File: config.mk
export PLATFORM = sky130hd
export DESIGN_NAME = controle_alarme_param
export DESIGN_NICKNAME = d
export VERILOG_FILES = /design/src/rtl/controle_alarme_pkg.sv /design/src/rtl/controle_alarme_param_suav_canal.sv /design/src/rtl/controle_alarme_param.sv
export SDC_FILE = /design/constraint.sdc
export NUM_CORES = 1
export LEC_CHECK = 0
export ABC_AREA = 1
export CELL_PAD_IN_SITES_DETAIL_PLACEMENT = 0
export CELL_PAD_IN_SITES_GLOBAL_PLACEMENT = 1
export CORE_ASPECT_RATIO = 0.75
export CORE_MARGIN = 4
export CORE_UTILIZATION = 45
export CTS_CLUSTER_SIZE = 16
export DETAILED_ROUTE_END_ITERATION = 7
export HOLD_SLACK_MARGIN = 0.08
export PLACE_DENSITY_LB_ADDON = 0.1
export SLEW_MARGIN = 20
export SYNTH_ARGS = -nofsm -noshare
export SYNTH_HDL_FRONTEND = slang
export SYNTH_SLANG_ARGS = --single-unit
File: constraint.sdc
create_clock -name i_clk -period 4.01 [get_ports i_clk]
set_input_delay 0.802 -clock i_clk [delete_from_list [all_inputs] [get_ports i_clk]]
set_output_delay 0.802 -clock i_clk [all_outputs]
set_load 0.01 [all_outputs]
File: src/rtl/controle_alarme_pkg.sv
// Shared state encoding and saida patterns for the baby-seat alarm controller.
package controle_alarme_pkg;

  typedef enum logic [2:0] {
    ST_IDLE       = 3'd0,
    ST_MONITOR    = 3'd1,
    ST_GRACE      = 3'd2,
    ST_ALARM_LOW  = 3'd3,
    ST_ALARM_HIGH = 3'd4,
    ST_SNOOZE     = 3'd5
  } state_t;

  localparam int SAIDA_WARN = 0;
  localparam int SAIDA_BUZZ = 1;
  localparam int SAIDA_HIGH = 2;

  localparam logic [2:0] PAT_OFF    = 3'b000;
  localparam logic [2:0] PAT_GRACE  = 3'(1 << SAIDA_WARN);
  localparam logic [2:0] PAT_LOW    = 3'((1 << SAIDA_WARN) | (1 << SAIDA_BUZZ));
  localparam logic [2:0] PAT_HIGH   = 3'((1 << SAIDA_WARN) | (1 << SAIDA_BUZZ) | (1 << SAIDA_HIGH));
  localparam logic [2:0] PAT_SNOOZE = 3'(1 << SAIDA_WARN);

  function automatic logic [2:0] saida_for(input state_t st);
    logic [2:0] v;
    case (st)
      ST_GRACE:      v = PAT_GRACE;
      ST_ALARM_LOW:  v = PAT_LOW;
      ST_ALARM_HIGH: v = PAT_HIGH;
      ST_SNOOZE:     v = PAT_SNOOZE;
      default:       v = PAT_OFF;
    endcase
    return v;
  endfunction

endpackage

File: src/rtl/controle_alarme_param_suav_canal.sv
// One-bit 2-flop synchroniser plus debouncer: a new level is accepted only after
// DEB_CYC consecutive identical synchronised samples.
module suav_canal #(
  parameter int DEB_CYC = 16
) (
  input  logic i_clk,
  input  logic i_rst_n,
  input  logic i_async,
  output logic o_level
);

  localparam int CW = (DEB_CYC > 1) ? $clog2(DEB_CYC) : 1;
  localparam logic [CW-1:0] C_LAST = CW'(DEB_CYC - 1);

  logic          r_s1;
  logic          r_s2;
  logic          r_level;
  logic [CW-1:0] r_cnt;

  always_ff @(posedge i_clk or negedge i_rst_n) begin
    if (!i_rst_n) begin
      r_s1    <= 1'b0;
      r_s2    <= 1'b0;
      r_level <= 1'b0;
      r_cnt   <= '0;
    end else begin
      r_s1 <= i_async;
      r_s2 <= r_s1;
      if (r_s2 == r_level) begin
        r_cnt <= '0;
      end else if (r_cnt == C_LAST) begin
        r_level <= r_s2;
        r_cnt   <= '0;
      end else begin
        r_cnt <= r_cnt + 1'b1;
      end
    end
  end

  assign o_level = r_level;

endmodule

File: src/rtl/controle_alarme_param.sv
// Parametrised baby-seat alarm controller: sensor voting, link supervision,
// escalating alarm with button snooze, internal tick prescaler.
// state      | meaning
// IDLE       | no child detected
// MONITOR    | child present, guardian link alive
// GRACE      | link lost, tolerance window running (warning LED)
// ALARM_LOW  | link lost too long: LED + buzzer
// ALARM_HIGH | escalated: LED + buzzer + remote flag; only ack or absence clears
// SNOOZE     | silenced by button for SNOOZE_TICKS
module controle_alarme_param
  import controle_alarme_pkg::*;
#(
  parameter int N_SENS       = 2,
  parameter int MIN_VOTES    = 1,
  parameter int DEB_CYC      = 16,
  parameter int TICK_DIV     = 50_000_000,
  parameter int GRACE_TICKS  = 10,
  parameter int ESC_TICKS    = 30,
  parameter int SNOOZE_TICKS = 60
) (
  input  logic              i_clk,
  input  logic              i_rst_n,
  input  logic [N_SENS-1:0] i_crianca,
  input  logic              i_communication,
  input  logic              i_button,
  output logic [2:0]        o_saida,
  output logic              o_presenca,
  output logic              o_led_link,
  output logic [N_SENS-1:0] o_led_sens,
  output logic [2:0]        o_estado
);

  localparam int PW = (TICK_DIV > 1) ? $clog2(TICK_DIV) : 1;
  localparam logic [PW-1:0] P_LAST = PW'(TICK_DIV - 1);
  localparam int T_GE  = (GRACE_TICKS > ESC_TICKS) ? GRACE_TICKS : ESC_TICKS;
  localparam int T_MAX = (T_GE > SNOOZE_TICKS) ? T_GE : SNOOZE_TICKS;
  localparam int TW    = $clog2(T_MAX + 1);
  localparam logic [TW-1:0] T_GRACE  = TW'(GRACE_TICKS);
  localparam logic [TW-1:0] T_ESC    = TW'(ESC_TICKS);
  localparam logic [TW-1:0] T_SNOOZE = TW'(SNOOZE_TICKS);
  localparam int VW = $clog2(N_SENS + 1);
  localparam logic [VW-1:0] V_MIN = VW'(MIN_VOTES);

  logic [N_SENS-1:0] w_sens_deb;
  logic              w_btn_deb;
  logic              w_ack;
  logic              w_tick;
  logic              w_link;
  logic [VW-1:0]     w_votes;
  state_t            w_next;

  logic              r_link_s1;
  logic              r_link_s2;
  logic              r_btn_prev;
  logic              r_presenca;
  logic [PW-1:0]     r_presc;
  logic [TW-1:0]     r_cnt;
  state_t            r_state;
  logic [2:0]        r_saida;

  for (genvar g = 0; g < N_SENS; g++) begin : g_sens
    suav_canal #(.DEB_CYC(DEB_CYC)) u_suav (
      .i_clk   (i_clk),
      .i_rst_n (i_rst_n),
      .i_async (i_crianca[g]),
      .o_level (w_sens_deb[g])
    );
  end

  suav_canal #(.DEB_CYC(DEB_CYC)) u_suav_btn (
    .i_clk   (i_clk),
    .i_rst_n (i_rst_n),
    .i_async (i_button),
    .o_level (w_btn_deb)
  );

  always_comb begin
    w_votes = '0;
    for (int i = 0; i < N_SENS; i++) w_votes = w_votes + VW'(w_sens_deb[i]);
  end

  assign w_ack  = w_btn_deb & ~r_btn_prev;
  assign w_tick = (r_presc == P_LAST);
  assign w_link = r_link_s2;

  // Absence overrides every state; ack outranks link return in ALARM_LOW.
  always_comb begin
    w_next = r_state;
    if (!r_presenca) begin
      w_next = ST_IDLE;
    end else begin
      case (r_state)
        ST_IDLE:       w_next = ST_MONITOR;
        ST_MONITOR:    if (!w_link) w_next = ST_GRACE;
        ST_GRACE:      if (w_link) w_next = ST_MONITOR;
                       else if (r_cnt == T_GRACE) w_next = ST_ALARM_LOW;
        ST_ALARM_LOW:  if (w_ack) w_next = ST_SNOOZE;
                       else if (w_link) w_next = ST_MONITOR;
                       else if (r_cnt == T_ESC) w_next = ST_ALARM_HIGH;
        ST_ALARM_HIGH: if (w_ack) w_next = ST_SNOOZE;
        ST_SNOOZE:     if (r_cnt == T_SNOOZE) w_next = w_link ? ST_MONITOR : ST_GRACE;
        default:       w_next = ST_IDLE;
      endcase
    end
  end

  always_ff @(posedge i_clk or negedge i_rst_n) begin
    if (!i_rst_n) begin
      r_link_s1  <= 1'b0;
      r_link_s2  <= 1'b0;
      r_btn_prev <= 1'b0;
      r_presenca <= 1'b0;
      r_presc    <= '0;
      r_cnt      <= '0;
      r_state    <= ST_IDLE;
      r_saida    <= PAT_OFF;
    end else begin
      r_link_s1  <= i_communication;
      r_link_s2  <= r_link_s1;
      r_btn_prev <= w_btn_deb;
      r_presenca <= (w_votes >= V_MIN);
      r_presc    <= w_tick ? '0 : r_presc + 1'b1;
      r_state    <= w_next;
      r_saida    <= saida_for(r_state);
      if (w_next != r_state)
        r_cnt <= '0;
      else if (w_tick && (r_cnt != {TW{1'b1}}))
        r_cnt <= r_cnt + 1'b1;
    end
  end

  assign o_saida    = r_saida;
  assign o_presenca = r_presenca;
  assign o_led_link = r_link_s2;
  assign o_led_sens = w_sens_deb;
  assign o_estado   = r_state;

endmodule

* Yosys cells after proc, flatten, opt, wreduce, memory -nomap -nowiden
Index checks and enable logic that the tools add are counted.
** Cells by class
- Add/subtract/negate cells :: 6
- $lt $le $gt $ge :: 1
- Equality and inequality tests :: 17
- Muxes and demuxes :: 21
- Bitwise gates (word level) :: 5
- Reductions and logical operators :: 7
** Operator list (count)
- $mux 3 :: 9
- $add 26x1->26 const B :: 1
- $eq 26x26->1 const B :: 1
- $mux 26 :: 1
- $mux 4 :: 6
- $pmux 3 s6 :: 1
- $add 4x1->4 const B :: 3
- $eq 4x4->1 const B :: 3
- $mux 6 :: 2
- $pmux 3 s3 :: 1
- $add 6x1->6 const B :: 1
- $eq 3x2->1 const B :: 2
- $eq 3x3->1 const B :: 2
- $eq 6x4->1 const B :: 1
- $eq 6x5->1 const B :: 1
- $eq 6x6->1 const B :: 1
- $ne 6x6->1 const B :: 1
- $reduce_and 2->1 :: 3
- $not 1->1 :: 4
- $eq 1x1->1 :: 3
- $eq 3x1->1 const B :: 1
- $logic_not 3->1 :: 1
- $ne 3x3->1 :: 1
- $add 1x1->2 :: 1
- other kinds (6) :: 6
** Word-level totals
- Register bits after elaboration :: 63

* Logic depth before layout (Yosys ltp)
Gate-level depths: netlist (run 1).
- Word-level depth :: 8
- Mapped depth :: 14
- Gate-level depth less buffers :: 14

* Hierarchy
A second synthesis (run 1) with hierarchy kept.
** Unflattened totals
- Cells, all modules :: 393
- Area, all modules :: 3220.6 um^2
** By module, submodules not included
- controle_alarme_param :: times used 1, cells each 309, area an instance 2394.8 um^2, sequential area each 1051.0 um^2
- suav_canal :: times used 3, cells each 28, area an instance 275.3 um^2, sequential area each 175.2 um^2

* Worst setup path before layout (run 1)
Ideal clock, no wire load.
- Kind :: reg2reg
- Start :: register r_cnt[0]
- End :: register r_cnt[0]
- Setup time :: 69 ps
- Data arrival time :: 1480 ps
- Required time :: 3941 ps
- Setup slack :: 2461 ps
- Stages on the path, launching flop included :: 15
- Cell sequence :: dfrtp_1 inv_1 ha_1 inv_1 nor2_1 nand3_2 nand2_1 nand2_1 nand2_1 nand2_2 nand2_2 nand2_2 nor2_4 nand2_4 nor2_2
** Between the ends
- Longest elaborated chain between the ends :: 8
** Ends and longest elaborated chain
- start, declared :: line controle_alarme_param.sv:57 : logic [TW-1:0] r_cnt;
- start signal, assigned :: line controle_alarme_param.sv:128 : r_cnt <= r_cnt + 1'b1;
- $eq 6x5->1 :: line controle_alarme_param.sv:99 : else if (r_cnt == T_ESC) w_next = ST_ALARM_HIGH;
- $mux 3 :: line controle_alarme_param.sv:99
- $mux 3 :: line controle_alarme_param.sv:98 : else if (w_link) w_next = ST_MONITOR;
- $mux 3 :: line controle_alarme_param.sv:97 : ST_ALARM_LOW: if (w_ack) w_next = ST_SNOOZE;
- $pmux 3 s6 :: line controle_alarme_param.sv:92 : case (r_state)
- $mux 3 :: line controle_alarme_param.sv:89 : if (!r_presenca) begin
- $ne 3x3->1 :: line controle_alarme_param.sv:125 : if (w_next != r_state)
- $mux 6 or $reduce_bool 2->1 (tied branches)
Several ways; a longest one is shown, not always the timed one. The select of a mux whose other input is x is not followed.
A chain may end at the register's enable or synchronous reset.

* Final worst setup path (run 1)
- Start :: register r_state[2] (netlist: o_estado[2])
- End :: output o_estado[2]
** RTL lines
- start, declared :: line controle_alarme_param.sv:58 : state_t r_state;
- start signal, assigned :: line controle_alarme_param.sv:123 : r_state <= w_next;
- end, declared :: line controle_alarme_param.sv:30 : output logic [2:0] o_estado
No word-level cell between the ends.

==> metrics.md, run 1 <==
| Metric | Value |
|---|---|
| Status | completed |
| CTS tree | done |
| DIE WIDTH | between 100 and 150 um |
| Detailed placement HPWL | approximately 5.0 mm |
| Nets | about 430 |
| Max_cap viols | 0 |
| Register area share after synthesis | between 40% and 50% |
| RSZ-0062 raised after global routing | false |
| Worst slew margin | 37.0% |
| F_max | 0.451 GHz |
| First-pass GRT wire length | around 12 mm |
| Pre-antenna DRT Iters | 4 |
| Buf/Inv on CP | 1 |
| Max-slew violation count | 0 |
| Number of setup buffers added after CTS | 0 |
| Area Growth Syn to Fin | 13.1% |
| Worst-Margin Slew | approximately 0.94 ns |
| Port Buf Inserts | 15 |
| EDFF count, synth | 0 |
| Final Skew | between 0.01 and 0.015 ns |
| Commonest non-fill, non-tap cells in the layout | nand2_1, dfrtp_1, nor2_1 |
| Setup violations, final | 0 |
| Clk slew on worst S/H paths | 0.07 ns |
| Drt wl/cell | roughly 13 um |
| Vias in the first global route | approximately 2,300 |
| Max rail drop VDD | 216 uV |
| DRT antenna net count | 0 |
| Core ar. | 0.00699 mm2 |
| Area share of the largest cell type after synthesis | 47.2% |
| Share of cells above drive strength 1 | around 17% |
| Total number of vias | 2,493 |
| DRC viols | 0 |
| Setup_tns | 0 ns |
| Met2 WL | about 2.5 mm |
| Clk_lat worst skew | 0.34 ns |
| CP delay by family, top | buffers and inverters |
| Slowest CP cell | clkdlybuf4s50_1 |
| Detailed Route WL | 6.71 mm |
| Hold Crit Class | reg -> reg |
| Hold buffer count at CTS | 0 |
| Syn avg cell area | 8.43 um2 |
| Max Root-Sink Buffers | 2 |
| CTS Buf Count | 9 |
| Row cnt | 26 |
| Max FO, Critical Path | 6 |
| Commonest register cell after synthesis | dfrtp_1 |
| Pin count of the biggest net entering global routing | about 40 |
| Crit path launch type | flop |
| Ant diodes | 0 |
| CTS root buffer | clkbuf_8 |
| Via-per-instance ratio | roughly 4.8 |
| Setup CP Type | reg -> out |
| Initial antenna violation count | 0 |
| Clock sinks | between 60 and 70 |
| Worst path cell trace | clkdlybuf4s50_1 |
| GP Congestion | about 0.85 |
| Met3 Routed Length | between 300 and 400 um |
| Synthesized instance count | just under 400 |
| Final instance area | between 0.003 and 0.004 mm2 |
| # resized after CTS | 0 |
| Crit-path max cell delay | slightly below 0.6 ns |
| Cell Pwr Density | between 300 and 400 mW/mm2 |
| CP arrival | roughly 1.4 ns |
| Number of synthesis warnings | 0 |
| Total power | between 1 and 1.5 mW |
| Overflow after GRT | 0 |
| Post-layout util | 54.0% |
| Initial Util | 47.7% |
| Ports | 16 |
| Final hold vios | 0 |
| Synth cell types | 31 |
| Die H | 82.6 um |
| Net Count, Synth | between 400 and 500 |
| Crit path time final | ~2.2 ns |
| Placed cell area | roughly 0.0036 mm2 |
| Cell area after synthesis | roughly 0.0033 mm2 |
| Final worst-path cycle share | 55.3% |
| Flops & latches, synth | 63 |
| Leakage | around 1.9 nW |
| Ys async rst share | 100% |
| H-tree depth | 3 |
| Largest area contributor in the netlist | dfrtp_1 |
| Critical Path RT | 3.21 ns |
| Die Area | 0.00887 mm2 |
| Routed metal-1 wire length | around 3.8 mm |
| Leading cell type in the layout, fill and taps excluded | nand2_1 |
| Top routing layer in use | met4 |
| Setup crit end kind | output pin |
| 1st-iter DRT viols | ~150 |
| Synth area leaders | dfrtp_1, nand2_1, nor2_1 |
| Total Routing Usage GR | between 10% and 20% |
cells in the mapped netlist (3+ instances only):
master   count
a31oi_1      4
buf_4        3
dfrtp_1     63
ha_1         7
inv_1       51
inv_2       14
mux2_2       3
nand2_1     73
nand2_2      7
nand2_4      3
nand3_1     27
nand3_2      5
nand4_1      8
nor2_1      55
nor2_2      13
nor3_1      10
o21ai_0      6
o21ai_1      4
xnor2_1      8
xor2_1      15
cell families after synthesis:
| group | count (synthesis) | share of synthesized area [%] |
|---|---|---|
| muxes | 3 | 1.01 |
| and+or+nand+nor | 215 | 32.2 |
| xor gates and xnor gates | 23 | 6.03 |
| adders and majority gates | 7 | 2.62 |
| buffers and inverters | 68 | 7.98 |
| DFF | 63 | 47.2 |
| AOI/OAI and AO/OA | 17 | 2.89 |
worst paths after layout:
| check | start | endpoint | slack, ns | cells after the start |
|---|---|---|---|---|
| worst max-delay path | o_estado[2] | o_estado[2] | 1.79 | 1 |
| worst min-delay path | g_sens[0].u_suav.r_s1 | g_sens[0].u_suav.r_s2 | 0.35 | 0 |
| worst max register to register | r_cnt[0] | r_cnt[4] | 2.23 | 14 |
| worst min register to register | g_sens[0].u_suav.r_s1 | g_sens[0].u_suav.r_s2 | 0.35 | 0 |
| max in group asynchronous | i_rst_n | r_presc[1] | 2.55 | 2 |
| min in group asynchronous | i_rst_n | r_presc[17] | 0.61 | 1 |
layout make-up:
| type | instances | area [um2] |
|---|---|---|
| sequential | 63 | 1580 |
| clock buffer | 10 | 138 |
| inverter | 65 | 244 |
| multi-input combinational | 265 | 1500 |
| tap | 98 | 123 |
| timing repair buffer | 16 | 153 |
| clock inverter | 6 | 46.3 |
| fill | 700 | 3220 |
registers in the layout, summed over array words and instances, names as in the netlist, 2 cells and up:
register and flops:
r_presc 26, g_sens.u_suav.r_cnt 8, r_cnt 6, u_suav_btn.r_cnt 4
o_estado 3, o_saida 3, g_sens.u_suav.o_level 2, g_sens.u_suav.r_s1 2
g_sens.u_suav.r_s2 2
metrics by stage:
| step | hold slack, ns | std cells | setup slack (ns) |
|---|---|---|---|
| 2_1_floorplan | 0.331 | 396 | 2.46 |
| 6_report | 0.352 | 523 | 1.79 |
| 5_1_grt | 0.360 | 523 | 1.74 |
| 3_3_place_gp | 0.331 | 507 | 2.13 |
| 4_1_cts | 0.354 | 523 | 1.79 |
| 3_5_place_dp | 0.337 | 507 | 2.11 |
per-layer routing:
layer | vias up | track usage, %
met1 | 1158 | 27.3
met5 | - | 0
met4 | 0 | 5.30
met3 | 8 | 5.28
met2 | 39 | 20.9
li1 | 1288 | -
power breakdown:
group / internal [mW] / total (mW) / switching (mW)
logic: 0.0136 / 0.0358 / 0.0222
clock network: 0.243 / 0.502 / 0.260
registers: 0.647 / 0.654 / 0.00766
total: 0.903 / 1.19 / 0.289
(Power assumes the default switching activity.)
==> run 2, diff against run 1 <==
==> constraint.sdc (replaced) <==
create_clock -name i_clk -period 2.2 [get_ports i_clk]
set_input_delay 0.44 -clock i_clk [delete_from_list [all_inputs] [get_ports i_clk]]
set_output_delay 0.44 -clock i_clk [all_outputs]
set_load 0.01 [all_outputs]
==> run 2 against run 1 <==
Compared with the run above: first-iteration DRC count rose by 5.3%; clock-buffer cell count fell by 1; die area did not move; routed wire length rose by 2.4%; cell area rose by 2.6%; setup slack got worse by 1.5 ns; hold slack improved by 0.0046 ns; critical path depth did not move; global-route usage rose by 1.0 points; sequential power rose by 82%; clock skew fell by 0.0023 ns; largest cell class unchanged; largest power group unchanged.
==> metrics.md, run 2 (synthesized netlist as in run 1, its figures left out) <==
| Metric | Value |
|---|---|
| DRC viols | 0 (unchanged) |
| Total Routing Usage GR | 18.0% (+1.0 points) |
| Die H | 82.6 um (unchanged) |
| Cell Pwr Density | 622 mW/mm2 (+97%) |
| Via-per-instance ratio | 4.77 (+0.17%) |
| Hold Slack | 0.357 ns (+0.00460 ns) |
| Commonest non-fill, non-tap cells in the layout | nand2_1, dfrtp_1, nor2_1 |
| Clk slew on worst S/H paths | 0.08 ns (about the same) |
| Slowest CP cell | clkdlybuf4s50_1 |
| Crit-path max cell delay | 0.60 ns (about the same) |
| Setup crit end kind | output pin |
| Clk_lat worst skew | 0.34 ns (about the same) |
| 1st-iter DRT viols | 160 (+5.3%) |
| Ports | 16 (unchanged) |
| CP delay by family, top | buffers and inverters |
| Row cnt | 26 (unchanged) |
| Max Root-Sink Buffers | 2 (unchanged) |
| CTS tree | done |
| Detailed Route WL | 6.88 mm (+2.4%) |
| Status | completed |
| Area Growth Syn to Fin | 16.0% |
| Leading cell type in the layout, fill and taps excluded | nand2_1 |
| Number of setup buffers added after CTS | 0 (unchanged) |
| # resized after CTS | 0 (unchanged) |
| DRT antenna net count | 0 (unchanged) |
| Critical Path RT | 1.76 ns (-1.45 ns) |
| Clock sinks | 63 (unchanged) |
| Pin count of the biggest net entering global routing | 29 (-29%) |
| First-pass GRT wire length | 12.2 mm (+5.8%) |
| Die Area | 0.00887 mm2 (unchanged) |
| F_max | between 0.5 and 0.6 GHz |
| Share of cells above drive strength 1 | 17.9% (+0.73 points) |
| Leakage | 1.99 nW (+2.9%) |
| FF+latch area | 0.00158 mm2 (unchanged) |
| Port Buf Inserts | 15 (unchanged) |
| CTS root buffer | clkbuf_8 |
| # fillers | 671 (-4.1%) |
| Hold Crit Class | reg -> reg |
| Top flop regs | r_presc: 26 flops, g_sens.u_suav.r_cnt: 8 flops, r_cnt: 6 flops |
| DIE WIDTH | 107 um (unchanged) |
| Worst-Margin Slew | 0.443 ns (-0.502 ns) |
| Overflow after GRT | 0 (unchanged) |
| CP arrival | 1.43 ns (+0.02 ns) |
| Total number of vias | 2,521 (+1.1%) |
| CTS Buf Count | 9 (unchanged) |
| Pre-antenna DRT Iters | 4 (unchanged) |
| Placed cell area | 0.00363 mm2 (+1.2%) |
| Final Skew | 0.00811 ns (-0.00229 ns) |
| Initial Util | 47.7% (unchanged) |
| Reg-to-reg slack, setup | 0.41 ns (-1.82 ns) |
| Final worst-path cycle share | 85.2% |
| Initial antenna violation count | 0 (unchanged) |
| Worst path cell trace | clkdlybuf4s50_1 |
| Setup CP Type | reg -> out |
| Final worst slack | 0.326 ns (-1.47 ns) |
| Post-layout util | 55.3% (+1.4 points) |
| Max rail drop VDD | 393 uV (+82%) |
| Detailed placement HPWL | 5.30 mm (+6.0%) |
| Drt wl/cell | 13.0 um (+1.5%) |
| Max-slew violation count | 0 (unchanged) |
| Max FO, Critical Path | 6 (unchanged) |
| Worst slew margin | 70.2% (+33 points) |
| Setup_tns | 0 ns (unchanged) |
| Core ar. | 0.00699 mm2 (unchanged) |
| GP Congestion | 0.947 (+11%) |
| Max_cap viols | 0 (unchanged) |
| Largest register FFs | 26 (unchanged) |
| Crit path time final | ~1.9 ns |
| Crit path launch type | flop |
| H-tree depth | 3 (unchanged) |
| Pre-CTS WS | 0.415 ns (-1.69 ns) |
| Final hold vios | 0 (unchanged) |
| Setup violations, final | 0 (unchanged) |
| Vias in the first global route | 2,515 (+8.9%) |
| Nets | 438 (+1.2%) |
| Final instance area | 0.00387 mm2 (+2.6%) |
| Ant diodes | 0 (unchanged) |
| Buf/Inv on CP | 1 (unchanged) |
| Top reg by flops | r_presc |
| Area of the multi-input gates | 0.00150 mm2 (unchanged) |
| RSZ-0062 raised after global routing | false |
## run 2: cell count changes in the layout (fill, tap and decap cells not counted)
cell,change
buf_12,+1
buf_4,+3
bufinv_16,+2
clkbuf_8,-1
clkinv_2,-1
clkinvlp_4,-2
dlygate4sd3_1,+1
inv_6,+2
## run 2: report_power, final
part | total, mW | switching, mW | internal [mW] | leakage [nW]
registers | 1.19 | 0.0142 | 1.18 | 0.840
clock network | 1.14 | 0.493 | 0.651 | 0.114
logic | 0.0720 | 0.0422 | 0.0299 | 1.04
## run 2: metal layers
metal  share of wire [%]  vias up  track usage, %
met5                   0        -               0
met4                0.45        0            5.93
met3                 6.0        2            4.74
met2                  39       57            24.2
met1                  55     1152            27.9
li1                    -     1310               -
## run 2: path summary, 6_finish.rpt
check / start / to / cells after the start
max: o_estado[2] / o_estado[2] / 1
min: u_suav_btn.r_s1 / u_suav_btn.r_s2 / 0
max reg2reg: r_presc[0] / r_cnt[3] / 12
min reg2reg: u_suav_btn.r_s1 / u_suav_btn.r_s2 / 0
max in group asynchronous: i_rst_n / r_presc[2] / 3
min in group asynchronous: i_rst_n / r_presc[19] / 2
## run 2: repair_timing
item	CTS	global route
setup endpoints to repair	0	0
endpoints found under the hold margin	16	0
hold buffers	1	0
## run 2: layout make-up
type / count / area share, %
multi-input cells: 265 / 38.6
flip-flops and latches: 63 / 40.7
inverters: 65 / 6.30
clock inverters: 7 / 2.68
repair buffers: 21 / 5.30
well taps: 98 / 3.17
clock buffers: 9 / 3.20
## run 2: stage by stage
step           power (mW)  cells
2_1_floorplan        1.24    396
3_5_place_dp         1.29    511
3_3_place_gp         1.29    511
6_report             2.41    528
5_1_grt              2.53    528
4_1_cts              2.45    528
==> run 3, diff against run 2 <==
--- a/config.mk
+++ b/config.mk
@@ -11,10 +11,12 @@
 export CORE_ASPECT_RATIO = 0.75
 export CORE_MARGIN = 4
 export CORE_UTILIZATION = 45
+export CTS_CLUSTER_DIAMETER = 150
 export CTS_CLUSTER_SIZE = 16
 export DETAILED_ROUTE_END_ITERATION = 7
 export HOLD_SLACK_MARGIN = 0.08
 export PLACE_DENSITY_LB_ADDON = 0.1
+export RECOVER_POWER = 100
 export SLEW_MARGIN = 20
 export SYNTH_ARGS = -nofsm -noshare
 export SYNTH_HDL_FRONTEND = slang
==> run 3 against run 2 <==
Compared with the run above: non-clock buffer count unchanged; cell area decreased by 1.0%; clock power about the same; setup slack lost 0.047 ns; critical endpoint unchanged; highest routed layer unchanged.
==> metrics.md, run 3 (synthesized netlist as in run 1, its figures left out) <==
| Metric | Value |
|---|---|
| Status | completed |
| Crit path time final | 1.92 ns (+0.0465 ns) |
| CTS Buf Count | 9 (unchanged) |
| Ports | 16 (unchanged) |
| Worst path cell trace | dlygate4sd3_1 |
| Cell Pwr Density | 628 mW/mm2 (+0.95%) |
| Initial antenna violation count | 0 (unchanged) |
| Worst slew margin | 30.6% (-40 points) |
| Final worst-path cycle share | 87.3% (+2.1 points) |
| Worst setup endpoint | o_estado[2] |
| Vias in the first global route | 2,515 (unchanged) |
| Top flop regs | r_presc: 26 flops, g_sens.u_suav.r_cnt: 8 flops, r_cnt: 6 flops |
| Share of cells above drive strength 1 | 14.4% (-3.5 points) |
| Die H | 82.6 um (unchanged) |
| FF-to-FF path depth | 12 (unchanged) |
| DRT antenna net count | 0 (unchanged) |
| Met2 WL | 2.67 mm (-0.26%) |
| Setup violations, final | 0 (unchanged) |
| Max FO, Critical Path | 6 (unchanged) |
| # resized after CTS | 0 (unchanged) |
| Final instance area | 0.00383 mm2 (-1.0%) |
| Routed metal-1 wire length | 3.75 mm (-0.27%) |
| Area Growth Syn to Fin | 14.8% |
| DIE WIDTH | 107 um (unchanged) |
| CTS root buffer | clkbuf_8 |
| Commonest non-fill, non-tap cells in the layout | nand2_1, dfrtp_1, nor2_1 |
| Post-layout util | 54.8% (-0.55 points) |
| Overflow after GRT | 0 (unchanged) |
| CP delay by family, top | buffers and inverters |
| Crit-path max cell delay | 0.65 ns (+0.05 ns) |
| WP depth | 1 (unchanged) |
| Number of setup buffers added after CTS | 0 (unchanged) |
| Detailed placement HPWL | 5.30 mm (unchanged) |
| Max Root-Sink Buffers | 2 (unchanged) |
| RSZ-0062 raised after global routing | false |
| Core ar. | 0.00699 mm2 (unchanged) |
| Clk_lat worst skew | 0.34 ns (about the same) |
| Max_cap viols | 0 (unchanged) |
| Final hold vios | 0 (unchanged) |
| Largest register FFs | 26 (unchanged) |
| Port Buf Inserts | 15 (unchanged) |
| Row cnt | 26 (unchanged) |
| CTS tree | done |
| Met3 Routed Length | 378 um (-8.3%) |
| Setup CP Type | reg -> out |
| Crit path launch type | flop |
| Top reg by flops | r_presc |
| RR Startpoint | r_presc[0] |
| Drt wl/cell | 13.0 um (-0.49%) |
| Buf/Inv on CP | 1 (unchanged) |
| Critical path launch point | o_estado[2] |
| Via-per-instance ratio | 4.77 (-0.12%) |
| DRC viols | 0 (unchanged) |
| Placed cell area | 0.00363 mm2 (unchanged) |
| Pin count of the biggest net entering global routing | 29 (unchanged) |
| Top routing layer in use | met4 |
| H-tree depth | 3 (unchanged) |
| Setup crit end kind | output pin |
| Leakage | 2.01 nW (+1.0%) |
| Total Routing Usage GR | 18.0% (unchanged) |
| Capturing point of the worst reg2reg path | r_cnt[3] |
| Initial Util | 47.7% (unchanged) |
| Setup_tns | 0 ns (unchanged) |
| Clk slew on worst S/H paths | 0.08 ns (about the same) |
| Detailed Route WL | 6.84 mm (-0.49%) |
| Critical Path RT | 1.76 ns (about the same) |
| First-pass GRT wire length | 12.2 mm (unchanged) |
| Max rail drop VDD | 393 uV (about the same) |
| Pre-antenna DRT Iters | 4 (unchanged) |
| GP Congestion | 0.947 (unchanged) |
| Clock sinks | 63 (unchanged) |
| Worst-Margin Slew | 1.04 ns (+0.597 ns) |
| Total power | 2.41 mW (about the same) |
| Leading cell type in the layout, fill and taps excluded | nand2_1 |
| Nets | 438 (unchanged) |
| F_max | 0.521 GHz (-2.4%) |
| Final Skew | 0.00801 ns (-0.000102 ns) |
| 1st-iter DRT viols | 163 (+1.9%) |
| CP arrival | 1.48 ns (+0.05 ns) |
| Slowest CP cell | dlygate4sd3_1 |
| Hold Crit Class | reg -> reg |
| Ant diodes | 0 (unchanged) |
| Max-slew violation count | 0 (unchanged) |
| Die Area | 0.00887 mm2 (unchanged) |
| Reg-to-reg slack, setup | 0.33 ns (-0.08 ns) |
| Total number of vias | 2,518 (-0.12%) |
## run 3: how the worst min path moves through the flow
stage                          startpoint                       end  slack (ns)  cells past startpoint
global placement    g_sens[1].u_suav.r_s1     g_sens[1].u_suav.r_s2        0.33                      0
detailed placement  g_sens[0].u_suav.r_s1     g_sens[0].u_suav.r_s2        0.34                      0
floorplan                         i_rst_n  g_sens[0].u_suav.o_level        0.14                      0
global route        g_sens[1].u_suav.r_s1     g_sens[1].u_suav.r_s2        0.37                      0
finish                    u_suav_btn.r_s1           u_suav_btn.r_s2        0.36                      0
CTS                             r_link_s1                o_led_link        0.36                      0
## run 3: timing repair
action                                  4_1_cts  5_1_grt
hold buffers                                  1        0
hold endpoints to repair                     16        0
endpoints found under the setup margin        0        0
## run 3: metal layers
layer | up-vias | GRT usage (%)
met1 | 1154 | 27.9
met2 | 54 | 24.2
met5 | - | 0
li1 | 1306 | -
met3 | 4 | 4.74
met4 | 0 | 5.93
## run 3: area by class of cell
cell class,instances,area [um2]
sequential,63,1580
tap,98,123
multi-input combinational,265,1460
inverter,65,244
clock inverter,7,104
timing repair buffer,21,200
clock buffer,9,124
fill,677,3160
## run 3: through the flow
stage / setup WS, ns / instances / hold WS [ns]
after floorplan: 0.651 / 396 / 0.144
after global placement: 0.362 / 511 / 0.334
after detailed placement: 0.415 / 511 / 0.341
after CTS: 0.316 / 528 / 0.357
after global routing: 0.0826 / 528 / 0.371
final: 0.280 / 528 / 0.357
## run 3: power by group
part           switching, mW  internal [mW]
Combinational         0.0421         0.0279
Clock                  0.494          0.651
Sequential            0.0141           1.18
Total                  0.550           1.86
